$ cat config.mk
export PLATFORM = sky130hd
export DESIGN_NAME = coproc_issue_arb
export DESIGN_NICKNAME = d
export VERILOG_FILES = /design/src/rtl/coproc_pkg.sv /design/src/rtl/coproc_req_fifo.sv /design/src/rtl/coproc_issue_arb.sv
export SDC_FILE = /design/constraint.sdc
export NUM_CORES = 1
export LEC_CHECK = 0
export BUFFER_PORTS_ARGS = -buffer_cell sky130_fd_sc_hd__buf_2
export CORE_MARGIN = 5
export CORE_UTILIZATION = 35
export CTS_BUF_LIST = sky130_fd_sc_hd__clkbuf_4 sky130_fd_sc_hd__clkbuf_8 sky130_fd_sc_hd__clkbuf_16
export CTS_CLUSTER_DIAMETER = 200
export DETAILED_ROUTE_END_ITERATION = 12
export GPL_TIMING_DRIVEN = 1
export PLACE_DENSITY = 0.54
export SYNTH_ARGS = -nofsm -noshare
export SYNTH_HDL_FRONTEND = slang
export SYNTH_SLANG_ARGS = --single-unit
$ cat constraint.sdc
create_clock -name clk -period 3.2 [get_ports clk]
set_input_delay 0.16 -clock clk [delete_from_list [all_inputs] [get_ports clk]]
set_output_delay 0.16 -clock clk [all_outputs]
set_load 0.05 [all_outputs]
$ cat src/rtl/coproc_pkg.sv
// Shared types and constants for the coprocessor issue arbiter.
//   ADDR_W_DEF / CMD_W_DEF : default operand-address and ALU-command widths
//   CMD_NOP / NOP_ADDR     : command and address driven in an empty issue slot
//   coproc_instr_t         : one queued instruction {cmd, op0, op1}
//   trk_entry_t            : one in-flight tracker stage {valid, src, addr}
package coproc_pkg;

  localparam int ADDR_W_DEF = 6;
  localparam int CMD_W_DEF  = 3;

  localparam logic [CMD_W_DEF-1:0]  CMD_NOP  = 3'b111;
  // Register 0 is the scratch destination that NOP slots write.
  localparam logic [ADDR_W_DEF-1:0] NOP_ADDR = '0;

  typedef struct packed {
    logic [CMD_W_DEF-1:0]  cmd;
    logic [ADDR_W_DEF-1:0] op0;
    logic [ADDR_W_DEF-1:0] op1;
  } coproc_instr_t;

  typedef struct packed {
    logic                  valid;
    logic                  src;
    logic [ADDR_W_DEF-1:0] addr;
  } trk_entry_t;

endpackage

$ cat src/rtl/coproc_req_fifo.sv
// Per-requester instruction FIFO.
//   clk, reset  : clock, synchronous active-high reset (clears pointers/count)
//   push, din   : write request and instruction; ignored while full
//   pop         : read request; ignored while empty
//   head        : oldest stored instruction (valid when !empty)
//   full, empty : derived from the occupancy count only
// DEPTH must be a power of two so the pointers wrap naturally.
module coproc_req_fifo
  import coproc_pkg::*;
#(
  parameter int DEPTH = 4
) (
  input  logic          clk,
  input  logic          reset,
  input  logic          push,
  input  coproc_instr_t din,
  input  logic          pop,
  output coproc_instr_t head,
  output logic          full,
  output logic          empty
);

  localparam int PTR_W = $clog2(DEPTH);
  localparam logic [PTR_W:0] FULL_CNT = (PTR_W+1)'(DEPTH);

  coproc_instr_t    mem [DEPTH];
  logic [PTR_W-1:0] wr_ptr;
  logic [PTR_W-1:0] rd_ptr;
  logic [PTR_W:0]   count;
  logic             do_push;
  logic             do_pop;

  assign full    = (count == FULL_CNT);
  assign empty   = (count == '0);
  assign do_push = push && !full;
  assign do_pop  = pop && !empty;
  assign head    = mem[rd_ptr];

  always_ff @(posedge clk) begin
    if (reset) begin
      wr_ptr <= '0;
      rd_ptr <= '0;
      count  <= '0;
    end else begin
      if (do_push) wr_ptr <= wr_ptr + 1'b1;
      if (do_pop)  rd_ptr <= rd_ptr + 1'b1;
      case ({do_push, do_pop})
        2'b10:   count <= count + 1'b1;
        2'b01:   count <= count - 1'b1;
        default: count <= count;
      endcase
    end
  end

  // Storage carries data only; occupancy is tracked by count.
  always_ff @(posedge clk) begin
    if (do_push) mem[wr_ptr] <= din;
  end

endmodule

$ cat src/rtl/coproc_issue_arb.sv
// Round-robin issue arbiter in front of the shared coprocessor pipeline.
//   clk, reset            : clock, synchronous active-high reset
//   reqN_valid/ready      : per-requester handshake (ready = FIFO not full)
//   reqN_cmd/op0/op1      : instruction fields offered by requester N
//   iss_cmd/op0/op1/valid : registered issue slot (NOP when iss_valid=0)
//   done_valid/src/addr   : registered writeback report, LAT cycles after issue
//   busy                  : anything queued, issued or still in flight
// Optional build macro COPROC_ARB_HAZARD_STALL_EN: hold a head whose op0
// matches the destination of an instruction that has not yet written back.
// ADDR_W/CMD_W must stay equal to the package defaults, which size the
// shared instruction and tracker types.
module coproc_issue_arb
  import coproc_pkg::*;
#(
  parameter int DEPTH  = 4,
  parameter int ADDR_W = ADDR_W_DEF,
  parameter int CMD_W  = CMD_W_DEF,
  parameter int LAT    = 4
) (
  input  logic              clk,
  input  logic              reset,
  input  logic              req0_valid,
  output logic              req0_ready,
  input  logic [CMD_W-1:0]  req0_cmd,
  input  logic [ADDR_W-1:0] req0_op0,
  input  logic [ADDR_W-1:0] req0_op1,
  input  logic              req1_valid,
  output logic              req1_ready,
  input  logic [CMD_W-1:0]  req1_cmd,
  input  logic [ADDR_W-1:0] req1_op0,
  input  logic [ADDR_W-1:0] req1_op1,
  output logic [CMD_W-1:0]  iss_cmd,
  output logic [ADDR_W-1:0] iss_op0,
  output logic [ADDR_W-1:0] iss_op1,
  output logic              iss_valid,
  output logic              done_valid,
  output logic              done_src,
  output logic [ADDR_W-1:0] done_addr,
  output logic              busy
);

  coproc_instr_t din0, din1, head0, head1, gnt_instr;
  logic          full0, full1, empty0, empty1;
  logic          pop0, pop1;
  logic          elig0, elig1;
  logic          gnt_any, gnt_src;
  logic          last_src;
  logic          iss_src;
  trk_entry_t    trk_stage0;
  // Tracker stages 1..LAT-1; stage 0 is the issue register itself.
  trk_entry_t    trk_p [LAT-1];

  assign din0 = '{cmd: req0_cmd, op0: req0_op0, op1: req0_op1};
  assign din1 = '{cmd: req1_cmd, op0: req1_op0, op1: req1_op1};

  assign req0_ready = !full0;
  assign req1_ready = !full1;

  coproc_req_fifo #(.DEPTH(DEPTH)) u_fifo0 (
    .clk   (clk),
    .reset (reset),
    .push  (req0_valid),
    .din   (din0),
    .pop   (pop0),
    .head  (head0),
    .full  (full0),
    .empty (empty0)
  );

  coproc_req_fifo #(.DEPTH(DEPTH)) u_fifo1 (
    .clk   (clk),
    .reset (reset),
    .push  (req1_valid),
    .din   (din1),
    .pop   (pop1),
    .head  (head1),
    .full  (full1),
    .empty (empty1)
  );

  assign trk_stage0 = '{valid: iss_valid, src: iss_src, addr: iss_op1};

`ifdef COPROC_ARB_HAZARD_STALL_EN
  // op0 has no forwarding path: a head reading a register still being
  // produced (stages 0..LAT-2) waits; stage LAT-1 writes back as it issues.
  logic haz0, haz1;
  always_comb begin
    haz0 = trk_stage0.valid && (trk_stage0.addr == head0.op0);
    haz1 = trk_stage0.valid && (trk_stage0.addr == head1.op0);
    for (int k = 0; k < LAT-2; k++) begin
      haz0 = haz0 | (trk_p[k].valid && (trk_p[k].addr == head0.op0));
      haz1 = haz1 | (trk_p[k].valid && (trk_p[k].addr == head1.op0));
    end
  end
  assign elig0 = !empty0 && !haz0;
  assign elig1 = !empty1 && !haz1;
`else
  assign elig0 = !empty0;
  assign elig1 = !empty1;
`endif

  // Contention goes to the requester that did not win last time.
  always_comb begin
    gnt_any = elig0 | elig1;
    gnt_src = 1'b0;
    if (elig0 && elig1) gnt_src = ~last_src;
    else if (elig1)     gnt_src = 1'b1;
  end

  assign gnt_instr = gnt_src ? head1 : head0;
  assign pop0      = gnt_any && !gnt_src;
  assign pop1      = gnt_any &&  gnt_src;

  // ---- issue slot (tracker stage 0) ----
  always_ff @(posedge clk) begin
    if (reset) begin
      iss_valid <= 1'b0;
      iss_src   <= 1'b0;
      iss_cmd   <= CMD_NOP;
      iss_op0   <= NOP_ADDR;
      iss_op1   <= NOP_ADDR;
      last_src  <= 1'b1;
    end else if (gnt_any) begin
      iss_valid <= 1'b1;
      iss_src   <= gnt_src;
      iss_cmd   <= gnt_instr.cmd;
      iss_op0   <= gnt_instr.op0;
      iss_op1   <= gnt_instr.op1;
      last_src  <= gnt_src;
    end else begin
      iss_valid <= 1'b0;
      iss_src   <= 1'b0;
      iss_cmd   <= CMD_NOP;
      iss_op0   <= NOP_ADDR;
      iss_op1   <= NOP_ADDR;
    end
  end

  // ---- tracker stages 1..LAT-1 and writeback report ----
  always_ff @(posedge clk) begin
    if (reset) begin
      for (int k = 0; k < LAT-1; k++) trk_p[k] <= '0;
      done_valid <= 1'b0;
      done_src   <= 1'b0;
      done_addr  <= '0;
    end else begin
      trk_p[0] <= trk_stage0;
      for (int k = 1; k < LAT-1; k++) trk_p[k] <= trk_p[k-1];
      done_valid <= trk_p[LAT-2].valid;
      done_src   <= trk_p[LAT-2].src;
      done_addr  <= trk_p[LAT-2].addr;
    end
  end

  // The done register counts as in flight so busy drops only after the
  // last writeback has been reported.
  always_comb begin
    busy = !empty0 || !empty1 || iss_valid || done_valid;
    for (int k = 0; k < LAT-1; k++) busy = busy | trk_p[k].valid;
  end

endmodule
== Word-level counts from Yosys, hierarchy flattened ==
Memory sizes are Yosys's and may differ from the RTL's. A register that Yosys moved wholly into a read port is not among the register bits.
Index checks and enable logic that the tools add are counted.
Storage, ports and cells
  flip-flop bits (word level): 40
  memory bits (writable): 144
  output and inout bits: 27
  memories: 3
Memories
  u_fifo0.mem: depth 4, bits a word 15, read ports 1, clocked after Yosys merged registers in 1, write ports 1, RTL line coproc_req_fifo.sv:26  | coproc_instr_t mem [DEPTH];
  u_fifo1.mem: depth 4, bits a word 15, read ports 1, clocked after Yosys merged registers in 1, write ports 1, RTL line coproc_req_fifo.sv:26
  trk_p: depth 3, bits a word 8, read ports 3, clocked after Yosys merged registers in 0, write ports 3, RTL line coproc_issue_arb.sv:51  | trk_entry_t trk_p [LAT-1];
Operators by class
  $add $sub $neg: 8
  equal/unequal tests: 6
  mux-type cells: 20
  bitwise gates (word level): 9
  reductions and logical operators: 20
Operators by type and width (count)
  8-bit two-way mux: 3
  15-bit two-way mux: 1
  3-bit one-hot mux with 2 select lines: 2
  1-bit two-way mux: 10
  2-bit by 1-bit adder with 2-bit output (second input constant): 4
  2-bit two-way mux: 4
  1-bit logical AND: 7
  1-bit OR: 7
  3-bit by 1-bit adder with 3-bit output (second input constant): 2
  3-bit equality test (second input constant): 2
  3-bit logical NOT: 2
  3-bit by 1-bit subtractor with 3-bit output (second input constant): 2
  1-bit logical NOT: 5
  2-bit by 1-bit equality test with 1-bit output (second input constant): 2
  2-bit equality test (second input constant): 2
  2-bit nonzero test: 2
  1-bit logical OR: 3
  1-bit NOT: 2
  2-bit OR reduction: 1

== Depth between registers and ports, before layout ==
  word-level depth: 9
  gate-level depth with buffers: 10

== Modules after synthesis ==
A second synthesis with hierarchy kept.
Second synthesis, totals
  cell total of the unflattened synthesis: 416
  area, all modules: 6925.4 sq um
Modules (own cells, without submodules)
  coproc_req_fifo: times used 2, cells an instance 132, area each 2677.6 sq um
  coproc_issue_arb: times used 1, cells an instance 152, area each 1570.3 sq um

== Worst setup path after synthesis ==
No wires, ideal clock.
  path type: register -> register
  start point: register u_fifo0.count[0]
  end point: register u_fifo0.count[2]
  setup time: 71 ps
  arrival time: 2465 ps
  slack: 665 ps
  stages on the path, launching flop included: 10
  buffers on the path: 0
  period minus slack after synthesis: 2535 ps
  path through: dfxtp_1 -> or3b_1 -> and2_4 -> inv_1 -> ha_1 -> inv_1 -> fa_1 -> xor2_1 -> or3_1 -> a21oi_1
On the way
  elaborated cells between the ends (all ways): 17
  those cells by class: 2 x add/sub; 3 x eq/ne; 2 x mux; 1 x bitwise; 9 x reduce/logical
RTL lines
  start: declaration: RTL line coproc_req_fifo.sv:29  | logic [PTR_W:0] count;
  start signal: assignment: RTL line coproc_req_fifo.sv:48  | 2'b10: count <= count + 1'b1;
  start signal: assignment: RTL line coproc_req_fifo.sv:49  | 2'b01: count <= count - 1'b1;
  start signal: assignment: RTL line coproc_req_fifo.sv:50  | default: count <= count;
  3-bit equality test (*): RTL line coproc_req_fifo.sv:33  | assign full = (count == FULL_CNT);
  1-bit logical NOT (*)
  named net req0_ready: RTL line coproc_issue_arb.sv:23  | output logic req0_ready,
  1-bit logical AND (*): RTL line coproc_req_fifo.sv:35  | assign do_push = push && !full;
  2-bit by 1-bit equality test with 1-bit output / 2-bit equality test (equally long branches): RTL line coproc_req_fifo.sv:47  | case ({do_push, do_pop})
  3-bit one-hot mux with 2 select lines / 2-bit nonzero test (equally long branches)
Mark *: on every way through the listed nets, which the timed path passes. The rest lies on a longest branch.
A chain may end at the register's enable or synchronous reset.

== Final worst setup path ==
  start point: register u_fifo1.count[0]
  end point: register u_fifo0.count[2]
On the way
  word-level cells in the longest chain between the ends: 9
  elaborated cells between the ends (all ways): 13
  those cells by class: 2 x eq/ne; 3 x mux; 1 x bitwise; 7 x reduce/logical
RTL lines
  start: declaration: RTL line coproc_req_fifo.sv:29
  start signal: assignment: RTL line coproc_req_fifo.sv:48
  start signal: assignment: RTL line coproc_req_fifo.sv:49
  start signal: assignment: RTL line coproc_req_fifo.sv:50
  3-bit logical NOT (*): RTL line coproc_req_fifo.sv:34  | assign empty = (count == '0);
  1-bit logical NOT: RTL line coproc_issue_arb.sv:99  | assign elig1 = !empty1;
  1-bit logical AND: RTL line coproc_issue_arb.sv:106  | if (elig0 && elig1) gnt_src = ~last_src;
  1-bit two-way mux: RTL line coproc_issue_arb.sv:106
  1-bit logical NOT: RTL line coproc_issue_arb.sv:111  | assign pop0 = gnt_any && !gnt_src;
  1-bit logical AND (*): RTL line coproc_issue_arb.sv:111
  1-bit logical AND (*): RTL line coproc_req_fifo.sv:36  | assign do_pop = pop && !empty;
  2-bit by 1-bit equality test with 1-bit output / 2-bit equality test (equally long branches): RTL line coproc_req_fifo.sv:47
  3-bit one-hot mux with 2 select lines / 2-bit nonzero test (equally long branches)
Mark *: on every way between the ends. The rest lies on a longest branch, timed or not.

==> impl_metrics.env <==
export IMPL_status="finished, final reports clean"
export IMPL_hold_viol=0
export IMPL_worstSkewPairLatency_ns=0.43
export IMPL_core_area_sq_mm=0.0193
export IMPL_wl_um=12700
export IMPL_avgRoutedWirePerCell_um=16.7
export IMPL_drtIter0Drc=229
export IMPL_ys_async_sr_fraction=0
export IMPL_vias=3472
export IMPL_powerDensity_mw_per_mm2=881
export IMPL_finClkSkew_ns=0.0115
export IMPL_cts_root_buf="clkbuf_16"
export IMPL_cts_tree="built"
export IMPL_chipHeight_um=150
export IMPL_synth_edff_count=120
export IMPL_synthCells=386
export IMPL_rows=51
export IMPL_syn_to_final_growth_pct=20.9
export IMPL_gp_congestion=0.694
export IMPL_setup_violations=0
export IMPL_drv_cap=0
export IMPL_synth_ff_type="edfxtp_1"
export IMPL_die_w_um=150
export IMPL_clkTransAtPathRegs_ns=0.07
export IMPL_cts_resized_gates=0
export IMPL_portBuffers=60
export IMPL_grt_pass1_vias=3693
export IMPL_synth_warnings=0
export IMPL_post_cts_setup_buffers=0
export IMPL_grt_pass1_wl_um=20400
export IMPL_cts_inserted_buffers=17
export IMPL_worst_pin_slew_ns=0.889
export IMPL_finalSetupTns_ns=0
export IMPL_slew_headroom=0.407
export IMPL_die_area_sq_mm=0.0224
export IMPL_syn_area_per_cell_sq_um=17.6
export IMPL_vias_per_cell=4.56
export IMPL_final_cell_mix="edfxtp_1, dfxtp_1, buf_2"
export IMPL_overflow=0
export IMPL_antenna_found_initial=0
export IMPL_p_total_mw=7.25
export IMPL_endpoint_kind="register"
export IMPL_synth_seq_cells=188
export IMPL_peakVddDrop_mv=0.354
export IMPL_hp_class="in -> reg"
export IMPL_diodes=0
export IMPL_ios=61
export IMPL_ant_nets=0
export IMPL_path_max_fanout=14
export IMPL_syn_area_sq_mm=0.00681
export IMPL_place_hpwl_um=8220
export IMPL_fmax_mhz=399
export IMPL_start_util=0.352
export IMPL_crit_type="reg -> reg"
export IMPL_min_period_ns=2.50
export IMPL_ys_seq_area_frac=0.729
export IMPL_rsz0062_at_grt="no"
export IMPL_hold_start="req0_valid"
export IMPL_leakagePower_nw=2.93
export IMPL_cts_htree_levels=4
export IMPL_synth_nets=432
export IMPL_layout_drive_gt1_share=0.300
export IMPL_start_kind="register"
export IMPL_synth_cell_types=37
export IMPL_cp_data_arrival_time_ns=2.86
export IMPL_nets=529
export IMPL_drtPass1Iterations=4
export IMPL_clockBufferDepth=2
export IMPL_grt_max_degree=37
export IMPL_required_ns=3.56
export IMPL_clkSinkCount=188
export IMPL_cts_hold_buf=30
export IMPL_finalMaxSlewViolations=0
export IMPL_min_period_over_period=0.783
export IMPL_drc_errors=0
export IMPL_reg2reg_from="u_fifo1.count[0]"
export IMPL_final_common_cell="edfxtp_1"
export IMPL_critPathLaunch="u_fifo1.count[0]"
export IMPL_grtUsageTotal=0.123
==> layout make-up <==
type                    count  area, sq um
repair buffers             93          623
fillers                  1764        11100
well taps                 265          332
clock inverters            12         83.8
multi-input cells         169         1680
flip-flops and latches    188         4960
inverters                  14         65.1
clock buffers              20          489
==> path summary, 6_finish.rpt <==
path	to	slack, ns	cells after the start
setup reg to reg	u_fifo0.count[2]	0.70	9
setup / recovery	u_fifo0.count[2]	0.70	9
hold / removal	u_fifo0.wr_ptr[1]	0.15	4
hold reg to reg	trk_p[0][19]	0.43	1
==> through the flow <==
step / instance area [sq um] / worst slack (ns) / utilization / hold slack [ns] / std cells
2_1_floorplan: 6810 / 0.665 / - / 0.259 / 386
3_3_place_gp: 7360 / 0.798 / 0.381 / 0.369 / 699
3_5_place_dp: 7360 / 0.675 / 0.381 / 0.379 / 699
4_1_cts: 8230 / 0.660 / 0.426 / 0.140 / 761
5_1_grt: 8230 / 0.522 / 0.426 / 0.166 / 761
6_report: 8230 / 0.696 / 0.426 / 0.154 / 761
==> report_power, final <==
part / leakage [nW] / internal [mW] / switching, mW
registers: 1.66 / 2.99 / 0.205
clock network: 0.294 / 1.11 / 0.898
logic: 0.979 / 0.759 / 1.28
==> routing by layer <==
layer  wire length, um  global-route usage  vias to the layer above
met5                 0                   0                        -
met4               130              0.0426                        0
met3               551              0.0351                        8
met2              6180               0.194                       72
met1              5850               0.164                     1759
li1                  -                   -                     1633
==> Yosys cell counts, drive strengths merged, types with 2 or more instances <==
cell | count | share of area
a21oi | 9 | 0.0066
nor3 | 3 | 0.0039
xor2 | 5 | 0.0064
dfxtp | 68 | 0.20
and2 | 2 | 0.0026
nor2 | 28 | 0.018
clkbuf | 6 | 0.0033
o22ai | 3 | 0.0028
nand2b | 4 | 0.0037
xnor2 | 4 | 0.0051
a22oi | 12 | 0.019
mux4 | 30 | 0.099
inv | 13 | 0.0072
buf | 9 | 0.012
or3 | 3 | 0.0035
edfxtp | 120 | 0.53
or3b | 2 | 0.0026
ha | 10 | 0.018
and3 | 8 | 0.0073
nand2 | 4 | 0.0022
nor2b | 32 | 0.029
o21ai | 4 | 0.0035
fa | 2 | 0.0059
==> sequential cells by signal, summed over array words and instances, names as in the netlist, 6 cells and up, named ones only <==
signal	count
iss_op1	6
u_fifo0.mem	60
iss_op0	6
trk_p	24
u_fifo1.mem	60
done_addr	6
==> critical path, stage by stage (launching register included) <==
cell,delay [ns]
dfxtp_1,0.37
nor3_4,0.32
o21ai_2,0.12
inv_2,0.30
ha_1,0.25
inv_1,0.06
fa_1,0.37
xor2_1,0.17
or3_1,0.31
a21oi_1,0.15
==> kinds of logic after synthesis <==
| group | synth area share |
|---|---|
| muxes | 0.0992 |
| and+or+nand+nor | 0.0744 |
| AOI/OAI and AO/OA | 0.0366 |
| buffers and inverters | 0.0252 |
| xor gates and xnor gates | 0.0116 |
| DFF | 0.729 |
| adders and majority gates | 0.0242 |
Power figures use the tool's default switching activity.
